File: config.mk
export PLATFORM = sky130hd
export DESIGN_NAME = wb_burst_reader
export DESIGN_NICKNAME = d
export VERILOG_FILES = /design/src/rtl/wb_burst_reader.sv
export SDC_FILE = /design/constraint.sdc
export NUM_CORES = 1
export LEC_CHECK = 0
export ABC_AREA = 1
export CELL_PAD_IN_SITES_DETAIL_PLACEMENT = 1
export CELL_PAD_IN_SITES_GLOBAL_PLACEMENT = 1
export CORE_MARGIN = 10
export CORE_UTILIZATION = 30
export DETAILED_ROUTE_END_ITERATION = 16
export PLACE_DENSITY = 0.59
export SLEW_MARGIN = 20
export SYNTH_ARGS = -nofsm -noshare
export SYNTH_HDL_FRONTEND = slang
export SYNTH_SLANG_ARGS = --single-unit
File: constraint.sdc
create_clock -name clk -period 5.65 [get_ports clk]
set_input_delay 1.13 -clock clk [delete_from_list [all_inputs] [get_ports clk]]
set_output_delay 1.13 -clock clk [all_outputs]
set_load 0.1 [all_outputs]
File: src/rtl/wb_burst_reader.sv
// Wishbone pipelined-read burst master with a first-word-fall-through output buffer.
// Define WB_READER_TIMEOUT_EN to add an ack watchdog that aborts a stuck burst and raises err.
module wb_burst_reader #(
  parameter int AW    = 16,
  parameter int DW    = 16,
  parameter int LW    = 8,
  parameter int DEPTH = 4
) (
  input  logic          clk,
  input  logic          rst_n,
  input  logic          start,
  input  logic [AW-1:0] base,
  input  logic [LW-1:0] len,
  output logic          busy,
  output logic          done,
  output logic          err,
  output logic [DW-1:0] rd_data,
  output logic          rd_valid,
  input  logic          rd_ready,
  output logic          wb_cyc_o,
  output logic          wb_stb_o,
  output logic          wb_we_o,
  output logic [AW-1:0] wb_adr_o,
  input  logic [DW-1:0] wb_dat_i,
  input  logic          wb_ack_i,
  input  logic          wb_stall_i
);

  localparam int PW = $clog2(DEPTH);
  localparam int CW = PW + 1;
  localparam logic [CW:0] DEPTH_L = (CW+1)'(DEPTH);

  localparam logic [1:0] S_IDLE = 2'd0;
  localparam logic [1:0] S_REQ  = 2'd1;
  localparam logic [1:0] S_WAIT = 2'd2;

  logic [1:0]    state_q, state_d;
  logic [AW-1:0] adr_q, adr_d;
  logic [LW:0]   req_left_q, req_left_d;
  logic [LW:0]   ack_left_q, ack_left_d;
  logic [CW-1:0] out_q, out_d;
  logic [CW-1:0] cnt_q, cnt_d;
  logic [PW-1:0] wptr_q, wptr_d;
  logic [PW-1:0] rptr_q, rptr_d;
  logic          cyc_q, cyc_d;
  logic          stb_q, stb_d;
  logic          done_q, done_d;
  logic          err_q, err_d;
  logic [DW-1:0] mem_q [DEPTH];

  logic start_ok, accept, ack_v, pop, last_ack, abort;

  assign start_ok = start & (state_q == S_IDLE);
  assign accept   = stb_q & ~wb_stall_i;
  // Acks with nothing outstanding (stray or after an abort) never reach the buffer.
  assign ack_v    = wb_ack_i & (out_q != '0);
  assign pop      = (cnt_q != '0) & rd_ready;
  assign last_ack = ack_v & (ack_left_q == (LW+1)'(1));

`ifdef WB_READER_TIMEOUT_EN
  logic [7:0] wdog_q, wdog_d;

  always_comb begin
    wdog_d = wdog_q;
    if (start_ok || wb_ack_i || abort) wdog_d = '0;
    else if (cyc_q)                    wdog_d = wdog_q + 8'd1;
  end

  // The edge that would take the count to 255 is the abort edge.
  assign abort = cyc_q & ~wb_ack_i & (wdog_q == 8'd254);

  always_ff @(posedge clk or negedge rst_n) begin
    if (!rst_n) wdog_q <= '0;
    else        wdog_q <= wdog_d;
  end
`else
  assign abort = 1'b0;
`endif

  always_comb begin
    state_d    = state_q;
    adr_d      = accept ? adr_q + AW'(1) : adr_q;
    req_left_d = req_left_q - (LW+1)'(accept);
    ack_left_d = ack_left_q - (LW+1)'(ack_v);
    out_d      = out_q + CW'(accept) - CW'(ack_v);
    cnt_d      = cnt_q + CW'(ack_v) - CW'(pop);
    wptr_d     = wptr_q + PW'(ack_v);
    rptr_d     = rptr_q + PW'(pop);
    done_d     = 1'b0;
    err_d      = err_q;
    case (state_q)
      S_IDLE: begin
        if (start_ok) begin
          err_d = 1'b0;
          if (len != '0) begin
            state_d    = S_REQ;
            adr_d      = base;
            req_left_d = {1'b0, len};
            ack_left_d = {1'b0, len};
          end else begin
            done_d = 1'b1;
          end
        end
      end
      S_REQ: if (accept && req_left_q == (LW+1)'(1)) state_d = S_WAIT;
      S_WAIT: begin
        if (last_ack) begin
          state_d = S_IDLE;
          done_d  = 1'b1;
        end
      end
      default: state_d = S_IDLE;
    endcase
    if (abort) begin
      state_d    = S_IDLE;
      done_d     = 1'b1;
      err_d      = 1'b1;
      out_d      = '0;
      req_left_d = '0;
      ack_left_d = '0;
    end
    cyc_d = (state_d != S_IDLE);
    // Credit: buffered words plus in-flight requests (including one accepted now) must leave room.
    stb_d = (state_d == S_REQ) && (req_left_d != '0) &&
            (({1'b0, cnt_d} + {1'b0, out_d}) < DEPTH_L);
  end

  always_ff @(posedge clk or negedge rst_n) begin
    if (!rst_n) begin
      state_q    <= S_IDLE;
      adr_q      <= '0;
      req_left_q <= '0;
      ack_left_q <= '0;
      out_q      <= '0;
      cnt_q      <= '0;
      wptr_q     <= '0;
      rptr_q     <= '0;
      cyc_q      <= 1'b0;
      stb_q      <= 1'b0;
      done_q     <= 1'b0;
      err_q      <= 1'b0;
    end else begin
      state_q    <= state_d;
      adr_q      <= adr_d;
      req_left_q <= req_left_d;
      ack_left_q <= ack_left_d;
      out_q      <= out_d;
      cnt_q      <= cnt_d;
      wptr_q     <= wptr_d;
      rptr_q     <= rptr_d;
      cyc_q      <= cyc_d;
      stb_q      <= stb_d;
      done_q     <= done_d;
      err_q      <= err_d;
    end
  end

  always_ff @(posedge clk) begin
    if (ack_v) mem_q[wptr_q] <= wb_dat_i;
  end

  assign busy     = (state_q != S_IDLE);
  assign done     = done_q;
  assign err      = err_q;
  assign wb_cyc_o = cyc_q;
  assign wb_stb_o = stb_q;
  assign wb_we_o  = 1'b0;
  assign wb_adr_o = adr_q;
  assign rd_valid = (cnt_q != '0);
  assign rd_data  = rd_valid ? mem_q[rptr_q] : '0;

endmodule

# Word level (Yosys, flattened, before mapping)

Memory sizes are Yosys's and may differ from the RTL's.
Cells that the tools add are included.

Add/sub/neg operators: 10
Order comparisons: 1
Equal/unequal tests: 5
Mux-type cells: 22
Bitwise logic cells: 6
Reductions and logical operators: 10

Operator list:

| operator                                                   | number |
|---|---|
| 2-to-1 mux 16 bit                                          | 5 |
| 2-to-1 mux 9 bit                                           | 6 |
| == test 9 x 1 -> 1 bit, second input constant              | 2 |
| subtractor 9 x 1 -> 9 bit                                  | 2 |
| adder 16 x 1 -> 16 bit, second input constant              | 1 |
| nonzero test 9 bit                                         | 1 |
| 2-to-1 mux 2 bit                                           | 4 |
| nonzero test 8 bit                                         | 1 |
| adder 3 x 1 -> 3 bit                                       | 2 |
| one-hot mux 2 bit (3 select lines)                         | 1 |
| nonzero test 3 bit                                         | 2 |
| subtractor 3 x 1 -> 3 bit                                  | 2 |
| bitwise AND 1 bit                                          | 5 |
| 2-to-1 mux 1 bit                                           | 5 |
| adder 2 x 1 -> 2 bit                                       | 2 |
| adder 3 x 3 -> 4 bit                                       | 1 |
| == test 2 x 1 -> 1 bit, second input constant              | 2 |
| less-than comparator 4 x 3 -> 1 bit, second input constant | 1 |
| nonzero test 2 bit                                         | 2 |
| logical AND 1 bit                                          | 3 |
| == test 2 bit, second input constant                       | 1 |
| logical NOT 2 bit                                          | 1 |
| one-hot mux 1 bit (2 select lines)                         | 1 |
| NOT 1 bit                                                  | 1 |

Register bits after elaboration: 49
Memory bits (writable): 64
Input port bits: 46
Output and inout bits: 39
Word-level logic and storage cells: 66
Memories: 1

Memories:

| memory | words | width | read ports | clocked after memory_dff | wr ports | line | text |
|---|---|---|---|---|---|---|---|
| mem_q  | 4     | 16    | 1          | 0                        | 1        | 49   | `logic [DW-1:0] mem_q [DEPTH];` |

# Depth between registers and ports, before layout

Word-level depth: 9
Depth in mapped cells: 15
Depth with buffers taken out: 14

# Least setup slack after synthesis

No wires, ideal clock.

Kind: reg-to-output
Start point: register rptr_q[0]
End point: output rd_data[10]
Data arrival time: 2.480 ns
Required time: 4.520 ns
Path slack: 2.040 ns
Stages on the path, launching flop included: 7
Path buffers: 2
Cell sequence: dfrtp_1 clkbuf_1 clkbuf_1 nor2_1 nor2_1 o21ai_0 a21oi_1

Longest elaborated chain between the ends: 2

Ends and longest elaborated chain:

| what                     | line | text |
|---|---|---|
| start: declaration       | 44   | `logic [PW-1:0] rptr_q, rptr_d;` |
| start signal: assignment | 150  | `rptr_q <= rptr_d;` |
| memory (4 x 16 bit)      | --   |  |
| 2-to-1 mux 16 bit        | 170  | `assign rd_data = rd_valid ? mem_q[rptr_q] : '0;` |
| end: declaration         | 17   | `output logic [DW-1:0] rd_data,` |

Every way passes these cells.

# Final worst setup path

Start point: register rptr_q[0]
End point: output rd_data[6]

Same word-level chain as after synthesis.

==> results.txt <==
outcome: finished clean
DP HPWL: 9880 µm
post-route setup TNS: 0 ns
Yosys reg bits: 113
H-tree Lvls: 4
critical path arrival: 3.11 ns
area grow syn2layout: 31.6%
initial antenna violation count: 0
Synth cell types: 37
First-pass DRT Iterations: 4
period utilization: 0.751
Setup crit end kind: output port
syn_area_per_cell: 10.1 µm²
most common cell in the netlist: nor2_1
vias in the first global route: 4380
final hold violation count: 0
top post-synthesis cells by area: edfxtp_1 37%, dfrtp_1 23%, nor2_1 7.3%
Inserted Clock Buffers: 17
Initial Util: 0.305
I/O Buffers: 82
RSZ-0062 raised after global routing: false
cells after synthesis: 519
sequential cell area: 3150 µm²
Critical Path Start Type: register
routed vias/inst: 4.72
Total GRT Usage: 0.123
worst-path fanout max: 32
Critical Path RT: 4.52 ns
Synth Warn #: 0
IO Count: 85
DIE HEIGHT: 152 µm
Multi-input gate area: 1840 µm²
Iter 0 DRT Violations: 152
worst hold path class: register to register
top cells by count, synth: 102 x nor2_1, 64 x edfxtp_1, 64 x nand2_1
fin crit period: 4.24 ns
Setup Fix Bufs, Post-CTS: 0
Post-synth top flop: edfxtp_1
antenna-violating nets left: 0
die area: 23100 µm²
routed len/inst: 16.7 µm
cell taking the most area after synthesis: edfxtp_1
ratio of cells with drive above 1 in the final layout: 0.0932
worst-margin pin slew: 1.03 ns
gp weighted congestion: 0.751
Worst-path clk slew: 0.06 ns
final wirelength: 14100 µm
critical setup path kind: register to output port
Antenna Cells: 0
Die X: 152 µm
CTS tree: done
DR vias: 3999
slew margin rel.: 0.313
mapped cell area: 5240 µm²
# rows: 48
final setup skew: 0.0132 ns
asr flop ratio synth: 0.434
Final Slew Violations: 0
Yosys top cell area share: 0.367
DRC: 0
hold_buf cts: 0
clk buf depth: 2
first-pass GRT wire length: 22900 µm
Post-synth EDFFs: 64
# clock sinks: 113
CTS root buf: clkbuf_16
grt total ovfl: 0
register area share after synthesis: 0.601
filler cell count: 1929
Layout Nets: 670
post-CTS sizing: 0
clock latency on the worst-skew pair: 0.42 ns
fmax: 236 MHz
final setup fails: 0
Max Cap Viol: 0
largest net degree at the start of global routing: 50
Core ar.: 17200 µm²
## cell families after synthesis
logic type | count (synthesis) | share of synthesized area
AO/OA/AOI/OAI | 89 | 0.0939
flip-flops | 113 | 0.601
adder cells (fa/ha/maj) | 14 | 0.0363
XOR/XNOR | 23 | 0.0385
AND/OR/NAND/NOR | 215 | 0.178
other | 1 | 0.000716
buffers and inverters | 64 | 0.0511
## layer usage
metal  wire length (µm)  global-route usage  vias to the layer above
met4                161              0.0413                        0
met2               7150               0.212                       84
met1               6070               0.137                     1979
met3                735              0.0457                       12
li1                   -                   -                     1924
met5                  0                   0                        -
## path summary, 6_finish.rpt
check,from,endpoint,slack [ns],cells past startpoint
min in group asynchronous,rst_n,wb_adr_o[11],0.82,2
max,rptr_q[0],rd_data[6],1.41,4
min,ack_left_q[8],ack_left_q[8],0.48,1
min reg2reg,ack_left_q[8],ack_left_q[8],0.48,1
max reg2reg,cnt_q[2],wb_stb_o,2.66,13
max in group asynchronous,rst_n,wptr_q[0],4.35,2
## state kept, by name, indices dropped and copies added, names as in the netlist, 2 cells and up
| register | flops |
|---|---|
| mem_q | 64 |
| wb_adr_o | 16 |
| ack_left_q | 9 |
| req_left_q | 9 |
| cnt_q | 3 |
| out_q | 3 |
| rptr_q | 2 |
| state_q | 2 |
| wptr_q | 2 |
## final cells by class
cell class / instances / share of cell area
flip-flops and latches: 113 / 0.457
multi-input cells: 343 / 0.267
repair buffers: 90 / 0.127
clock buffers: 19 / 0.0628
well taps: 225 / 0.0408
inverters: 45 / 0.0245
clock inverters: 12 / 0.0205
## metrics by stage
stage / utilization / hold slack (ns) / setup slack (ns) / cells / area [µm²]
after floorplan: - / 0.440 / 2.04 / 520 / 5240
after global placement: 0.368 / 0.479 / 1.74 / 816 / 6320
after detailed placement: 0.368 / 0.483 / 1.62 / 816 / 6320
after CTS: 0.401 / 0.489 / 1.34 / 847 / 6890
after global routing: 0.401 / 0.512 / 1.11 / 847 / 6890
final: 0.401 / 0.481 / 1.41 / 847 / 6890
## critical path, cell delays in order (launching register included)
cell and delay (ns):
dfrtp_1 0.38, inv_1 0.66, o21ai_0 0.21, a21oi_1 0.26
clkdlybuf4s50_1 1.18
## cells in the final DEF (no fill, tap or decap), types with 14 or more instances in the layout
cell type        synthesis  layout
nor2_1                 102     102
nand3_1                 14      14
clkbuf_16                0      17
dfrtp_1                 49      49
a21oi_1                 25      25
nand2_1                 64      64
edfxtp_1                64      64
o21ai_0                 43      43
inv_1                   43      43
clkdlybuf4s50_1          0      81
Power is not shown: default switching activity piles up to over one toggle a cycle in this logic, so the estimate is an artifact.
